===== src/rtl/aib_axi_credit_gate.sv =====
// Credit gate between the AXI-MM slave port and the AIB packetiser.
// Holds all channels closed until the link is up, then spends one credit per handshake and accumulates returns.
module aib_axi_credit_gate #(
    parameter int NUM_CH   = 3,
    parameter int CREDIT_W = 8,
    parameter int RET_W    = 2,
    parameter int DELAY_W  = 16
) (
    input  logic                         clk_wr,
    input  logic                         rst_wr,
    input  logic                         ns_mac_rdy,
    input  logic                         fs_mac_rdy,
    input  logic [DELAY_W-1:0]           start_delay,
    input  logic [NUM_CH*CREDIT_W-1:0]   init_credit,
    input  logic [NUM_CH-1:0]            s_valid,
    output logic [NUM_CH-1:0]            s_ready,
    output logic [NUM_CH-1:0]            m_valid,
    input  logic [NUM_CH-1:0]            m_ready,
    input  logic [NUM_CH*RET_W-1:0]      credit_ret,
    input  logic                         err_clr,
    output logic [NUM_CH*CREDIT_W-1:0]   credit_avail,
    output logic                         link_up,
    output logic [NUM_CH-1:0]            ovf_err
);
    localparam int SUM_W = CREDIT_W + 1;

    typedef enum logic [1:0] {S_IDLE, S_DLY, S_LOAD, S_ACTIVE} state_t;

    state_t             state_q;
    logic [DELAY_W-1:0] dly_q;
    logic               link_q;
    logic               both_rdy;

    assign both_rdy = ns_mac_rdy && fs_mac_rdy;
    assign link_up  = link_q;

    // Losing either MAC from any state drops straight back to IDLE.
    always_ff @(posedge clk_wr or posedge rst_wr) begin
        if (rst_wr) begin
            state_q <= S_IDLE;
            dly_q   <= '0;
            link_q  <= 1'b0;
        end else if (!both_rdy) begin
            state_q <= S_IDLE;
            link_q  <= 1'b0;
        end else begin
            case (state_q)
                S_IDLE: begin
                    state_q <= S_DLY;
                    dly_q   <= start_delay;
                end
                S_DLY: begin
                    if (dly_q == '0) state_q <= S_LOAD;
                    else             dly_q   <= dly_q - DELAY_W'(1);
                end
                S_LOAD: begin
                    state_q <= S_ACTIVE;
                    link_q  <= 1'b1;
                end
                S_ACTIVE: state_q <= S_ACTIVE;
                default: begin
                    state_q <= S_IDLE;
                    link_q  <= 1'b0;
                end
            endcase
        end
    end

    for (genvar i = 0; i < NUM_CH; i++) begin : g_ch
        logic [CREDIT_W-1:0] cred_q, cred_d;
        logic                ovf_q, ovf_d;
        logic                open_w, take_w;
        logic [SUM_W-1:0]    sum_w;

        assign open_w     = link_q && (cred_q != '0);
        assign m_valid[i] = s_valid[i] && open_w;
        assign s_ready[i] = m_ready[i] && open_w;
        assign take_w     = s_valid[i] && m_ready[i] && open_w;
        // take implies cred_q != 0, so the subtraction never wraps
        assign sum_w = {1'b0, cred_q} - SUM_W'(take_w)
                     + SUM_W'(credit_ret[i*RET_W +: RET_W]);

        always_comb begin
            cred_d = cred_q;
            ovf_d  = err_clr ? 1'b0 : ovf_q;
            if (!both_rdy) begin
                cred_d = '0;
            end else if (state_q == S_LOAD) begin
                cred_d = init_credit[i*CREDIT_W +: CREDIT_W];
            end else if (state_q == S_ACTIVE) begin
                if (sum_w[CREDIT_W]) begin
                    cred_d = '1;
                    ovf_d  = 1'b1;
                end else begin
                    cred_d = sum_w[CREDIT_W-1:0];
                end
            end
        end

        always_ff @(posedge clk_wr or posedge rst_wr) begin
            if (rst_wr) begin
                cred_q <= '0;
                ovf_q  <= 1'b0;
            end else begin
                cred_q <= cred_d;
                ovf_q  <= ovf_d;
            end
        end

        assign credit_avail[i*CREDIT_W +: CREDIT_W] = cred_q;
        assign ovf_err[i] = ovf_q;
    end
endmodule


===== config.mk =====
export PLATFORM = sky130hd
export DESIGN_NAME = aib_axi_credit_gate
export DESIGN_NICKNAME = d
export VERILOG_FILES = /design/src/rtl/aib_axi_credit_gate.sv
export SDC_FILE = /design/constraint.sdc
export NUM_CORES = 1
export LEC_CHECK = 0
export BUFFER_PORTS_ARGS = -buffer_cell sky130_fd_sc_hd__buf_2
export CAP_MARGIN = 20
export CORE_MARGIN = 2
export CORE_UTILIZATION = 51
export CTS_BUF_LIST = sky130_fd_sc_hd__clkbuf_2
export DETAILED_ROUTE_END_ITERATION = 6
export PLACE_DENSITY = 0.82
export SYNTH_ARGS = -nofsm -noshare
export SYNTH_HDL_FRONTEND = slang
export SYNTH_SLANG_ARGS = --single-unit

===== constraint.sdc =====
create_clock -name clk_wr -period 2.9 [get_ports clk_wr]
set_input_delay 0.29 -clock clk_wr [delete_from_list [all_inputs] [get_ports clk_wr]]
set_output_delay 0.29 -clock clk_wr [all_outputs]
set_load 0.01 [all_outputs]

==> results.md <==
- Post-Synth Simple-Gate Area: approximately 18%
- CTS tree: built
- PortBufs: 90
- Filler Cell Count: 490
- Synthesized-area fraction occupied by ao, oa, aoi and oai cells: 26.9%
- Final setup violation count: 27
- Share of async-settable or async-resettable flops after synthesis: 100%
- Worst path cell trace: inv_2 > ha_4 > nand4_1 > and3_4 > and2_4 > ha_4 > inv_4 > ha_4 > inv_2 > fa_2 > nor2b_4 > o221ai_4 > a21oi_2 > or3_4 > a2111oi_4 > o22ai_1
- Placeable core region: about 0.0073 sq mm
- Count of flip-flops with a built-in enable after synthesis: 0
- Worst endpoint data arrival time: 3.59 ns
- Class of the worst hold path: input port to flop
- Starting utilization of the core area: 53.1%
- Number of cells produced by synthesis: roughly 480
- VDD IR-drop max: 227 uV
- Required time of the critical path: ~3.3 ns
- Proportion of synthesized chip area in sequential cells: 29.7%
- Synthesized Nets: approximately 580
- Count of unresolved DRC violations after routing: 0
- Routed wirelength normalized by instance count: between 15 and 20 um
- DRT Wirelength: 13900 um
- Setup slack, reg-to-reg: -0.33 ns
- Crit start category: flop
- Die width: 91.2 um
- Layout cells sized above 1: 45.6%
- Post-Syn Area: about 0.0039 sq mm
- Post-synthesis register bit count: 46
- Max Slew Vio Count: 0
- Clock slew seen by the registers of the worst setup and hold paths: 0.28 ns
- Worst Slack Setup Final: -0.334 ns
- Number of DRC markers in iteration 0: 390
- Power density normalized to cell area: about 260 mW/mm^2
- Average via count per standard cell: around 6.2
- Slowest CP cell: sky130_fd_sc_hd__dfrtp_2
- Number of global-route vias before repair: 4300
- Worst setup startpoint: g_ch[2].cred_q[7]$_DFFE_PP0P_
- Xor-xnor portion of the synthesized cell area: under 10%
- Final clock skew: 0.0142 ns
- Final cell count without fillers: 740
- R2r startpoint: g_ch[2].cred_q[7]$_DFFE_PP0P_
- CP Capture Type: flop
- Relative slew slack: 33.7%
- Die area: around 0.0083 sq mm
- Clock latency at the later pin of the worst-skew pair: 0.46 ns
- Number of buffers and inverters on the critical path: 3
- Wire length of the first global-routing pass: 20100 um
- Area share of the largest cell type after synthesis: 29.7%
- Total global routing track utilization: 29.5%
- Final nets: 740
- Via count: 4594
- Unrepaired setup endpoints after global routing: true
- Maximum clock frequency: 0.309 GHz
- Final Hold Viols: 0
- CTS sink count: 46
- R2r worst-path depth: 16
- Setup TNS: -6.04 ns
- CP max FO: 3
- Multiplexer share of the synthesized area: less than 1%
- TritonCTS Buffers: 5
- Largest delay share family, worst path: simple AND/OR/NAND/NOR gates
- Setup Crit Path Kind: flop to flop
- Failing checks: negative setup slack
- Adder-cell share of the synthesized area: 14.5%
- GR Overflow Total: 0
- Endpoint of the worst register-to-register path: g_ch[2].cred_q[6]$_DFFE_PP0P_
- Footprint of the multi-input gates: 0.00297 sq mm
- Number of antenna violations at the first check in global routing: 0
- Top area cells in the synthesized netlist: sky130_fd_sc_hd__dfrtp_1 30%, sky130_fd_sc_hd__ha_1 13%, sky130_fd_sc_hd__o21ai_0 8.3%
- Library cell occupying the most area in the post-synthesis netlist: sky130_fd_sc_hd__dfrtp_1
- Worst slew pin tran: between 0.9 and 1 ns
- Standby leakage power: 0.00257 uW
- Vert. Die Dim: roughly 91 um
- Hold path startpoint: start_delay[0]
- Worst hold path cell count: 3
- Cell seen most often among critical-path stages: sky130_fd_sc_hd__ha_4
- Router iterations before antenna repair: 5
- Largest net degree at the start of global routing: 47
- Top-Level Pins: 91
- Max-cap check violation count: 0
- Post-detailed-placement half-perimeter wirelength: 8430 um
- Layout overhead on the synthesized area: 46.4%
- Count of synthesis-stage warnings from yosys: 0
- Ant diodes: 0
- Number of H-tree levels: 2
- Terminating pin of the worst hold path: dly_q[0]$_DFFE_PP0P_
- Main combinational cell family by area after synthesis: compound AO/OA/AOI/OAI gates
- Total placed cells including tap cells: 703
- ANT nets after route: 0
- Std-Cell Rows: 31
- Main synth FF type: sky130_fd_sc_hd__dfrtp_1
- Unique cell type count in the Yosys netlist: 53
- Buffer cell driving the clock tree root: sky130_fd_sc_hd__clkbuf_2
- Mean instance size in the synthesized netlist: 8.06 sq um
- Final-layout worst hold slack: about 0.031 ns
- Final RePlAce weighted congestion: 0.895
- Run status: finished with violations
- Crit path largest cell delay: 0.49 ns
- Sequential standard cell area: between 0.001 and 0.0015 sq mm
- Final Critical Period: 3.23 ns
- Final critical-path share of the clock period: 112%
- CTS Buffer Depth: 2
worst register-to-register path, cell delays in order (launching register included):
cell and delay, ns:
sky130_fd_sc_hd__dfrtp_2 0.49, sky130_fd_sc_hd__inv_2 0.10, sky130_fd_sc_hd__ha_4 0.13, sky130_fd_sc_hd__nand4_1 0.13, sky130_fd_sc_hd__and3_4 0.21, sky130_fd_sc_hd__and2_4 0.14, sky130_fd_sc_hd__ha_4 0.27, sky130_fd_sc_hd__inv_4 0.03
sky130_fd_sc_hd__ha_4 0.15, sky130_fd_sc_hd__inv_2 0.05, sky130_fd_sc_hd__fa_2 0.23, sky130_fd_sc_hd__nor2b_4 0.06, sky130_fd_sc_hd__o221ai_4 0.21, sky130_fd_sc_hd__a21oi_2 0.11, sky130_fd_sc_hd__or3_4 0.35, sky130_fd_sc_hd__a2111oi_4 0.39
sky130_fd_sc_hd__o22ai_1 0.11
synthesized netlist by cell type, types with 2 or more instances:
master                      count
sky130_fd_sc_hd__buf_6          2
sky130_fd_sc_hd__nor3_4         2
sky130_fd_sc_hd__a21oi_1       44
sky130_fd_sc_hd__a21o_1         3
sky130_fd_sc_hd__o22ai_1       13
sky130_fd_sc_hd__or2_2          6
sky130_fd_sc_hd__a2111oi_0      3
sky130_fd_sc_hd__and2_1         5
sky130_fd_sc_hd__xnor2_1        9
sky130_fd_sc_hd__o32ai_1        5
sky130_fd_sc_hd__o211ai_2       2
sky130_fd_sc_hd__nor4_1        11
sky130_fd_sc_hd__buf_2          2
sky130_fd_sc_hd__o21ai_0       64
sky130_fd_sc_hd__o211ai_1       3
sky130_fd_sc_hd__o2111ai_1      2
sky130_fd_sc_hd__nor2_1        27
sky130_fd_sc_hd__dfrtp_1       46
sky130_fd_sc_hd__o221ai_1       2
sky130_fd_sc_hd__o21ai_1        2
sky130_fd_sc_hd__ha_1          40
sky130_fd_sc_hd__nand3_2        2
sky130_fd_sc_hd__a22oi_1        4
sky130_fd_sc_hd__fa_1           3
sky130_fd_sc_hd__nand2_1       31
sky130_fd_sc_hd__nor2b_1        7
sky130_fd_sc_hd__and3_1         7
sky130_fd_sc_hd__or3_1          8
sky130_fd_sc_hd__nor3_1        14
sky130_fd_sc_hd__a41oi_1        2
sky130_fd_sc_hd__nand2b_1       3
sky130_fd_sc_hd__a22o_1         2
sky130_fd_sc_hd__buf_4          4
sky130_fd_sc_hd__clkbuf_1      14
sky130_fd_sc_hd__a41o_1         8
sky130_fd_sc_hd__inv_1         60
sky130_fd_sc_hd__o21a_1         3
how the worst max path moves through the flow:
| stage | cells past startpoint | end |
|---|---|---|
| 5_1_grt | 16 | g_ch[2].cred_q[6]$_DFFE_PP0P_ |
| 3_5_place_dp | 16 | g_ch[1].cred_q[5]$_DFFE_PP0P_ |
| 2_1_floorplan | 15 | g_ch[1].cred_q[6]$_DFFE_PP0P_ |
| 3_3_place_gp | 16 | g_ch[1].cred_q[5]$_DFFE_PP0P_ |
| 6_report | 16 | g_ch[2].cred_q[6]$_DFFE_PP0P_ |
| 4_1_cts | 16 | g_ch[1].cred_q[5]$_DFFE_PP0P_ |
final cells by class:
class | instances | share of cell area (%)
multi-input combinational | 352 | 52.4
inverter | 60 | 4.01
clock buffer | 6 | 0.529
clock inverter | 2 | 0.662
timing repair buffer | 175 | 19.9
sequential | 46 | 20.4
tap | 99 | 2.18
flip-flops by register name (all words and copies together) (netlist names):
register     flops
g_ch.ovf_q       3
state_q          2
g_ch.cred_q     24
dly_q           16
link_up          1
logic make-up (layout without fill, tap and decap cells):
| family | after synthesis | count (layout) |
|---|---|---|
| compound gates | 169 | 169 |
| mux | 1 | 1 |
| simple gates | 130 | 130 |
| buf+inv | 83 | 243 |
| fa+ha+maj | 43 | 43 |
| flops | 46 | 46 |
| xor+xnor | 9 | 9 |
metal layers:
| metal | global-route usage (%) | part of all wire [%] | vias up |
|---|---|---|---|
| li1 | - | - | 2046 |
| met5 | 0 | 0 | - |
| met2 | 53.2 | 50 | 330 |
| met4 | 8.96 | 3.3 | 0 |
| met3 | 4.98 | 8.4 | 58 |
| met1 | 35.9 | 38 | 2160 |
through the flow:
step	util (%)	worst slack [ns]	instance area [sq um]	total power (uW)
4_1_cts	72.5	-0.203	5290	1430
6_report	77.8	-0.334	5670	1480
5_1_grt	77.8	-0.426	5670	1540
2_1_floorplan	-	-0.103	4010	922
3_3_place_gp	67.0	-0.359	4890	1000
3_5_place_dp	67.0	-0.411	4890	1020
cell usage in the layout, fill, tap and decap left out, types with 7 or more instances in the layout:
cell type	n
sky130_fd_sc_hd__buf_2	90
sky130_fd_sc_hd__buf_4	77
sky130_fd_sc_hd__o21ai_0	57
sky130_fd_sc_hd__dfrtp_1	43
sky130_fd_sc_hd__a21oi_1	38
sky130_fd_sc_hd__inv_1	35
sky130_fd_sc_hd__nand2_1	31
sky130_fd_sc_hd__nor2_1	27
sky130_fd_sc_hd__ha_1	25
sky130_fd_sc_hd__inv_2	24
sky130_fd_sc_hd__ha_4	15
sky130_fd_sc_hd__o22ai_1	11
sky130_fd_sc_hd__xnor2_1	9
sky130_fd_sc_hd__a41o_1	8
sky130_fd_sc_hd__nor3_1	8
sky130_fd_sc_hd__nor3_4	7
where the power goes:
| group | internal, uW | leakage, uW | switching, uW | total (uW) |
|---|---|---|---|---|
| sequential | 680 | 0.000604 | 38.3 | 718 |
| clock | 148 | 0.0000392 | 249 | 398 |
| combinational | 164 | 0.00193 | 202 | 367 |
timing repair:
action                                  CTS  global route
buffers inserted                         15            12
pin swaps                                38            24
hold buffers                              0             1
endpoints found under the setup margin   27            27
endpoints found under the hold margin     0            46
resized for setup                        46            43
(Power assumes the default switching activity.)
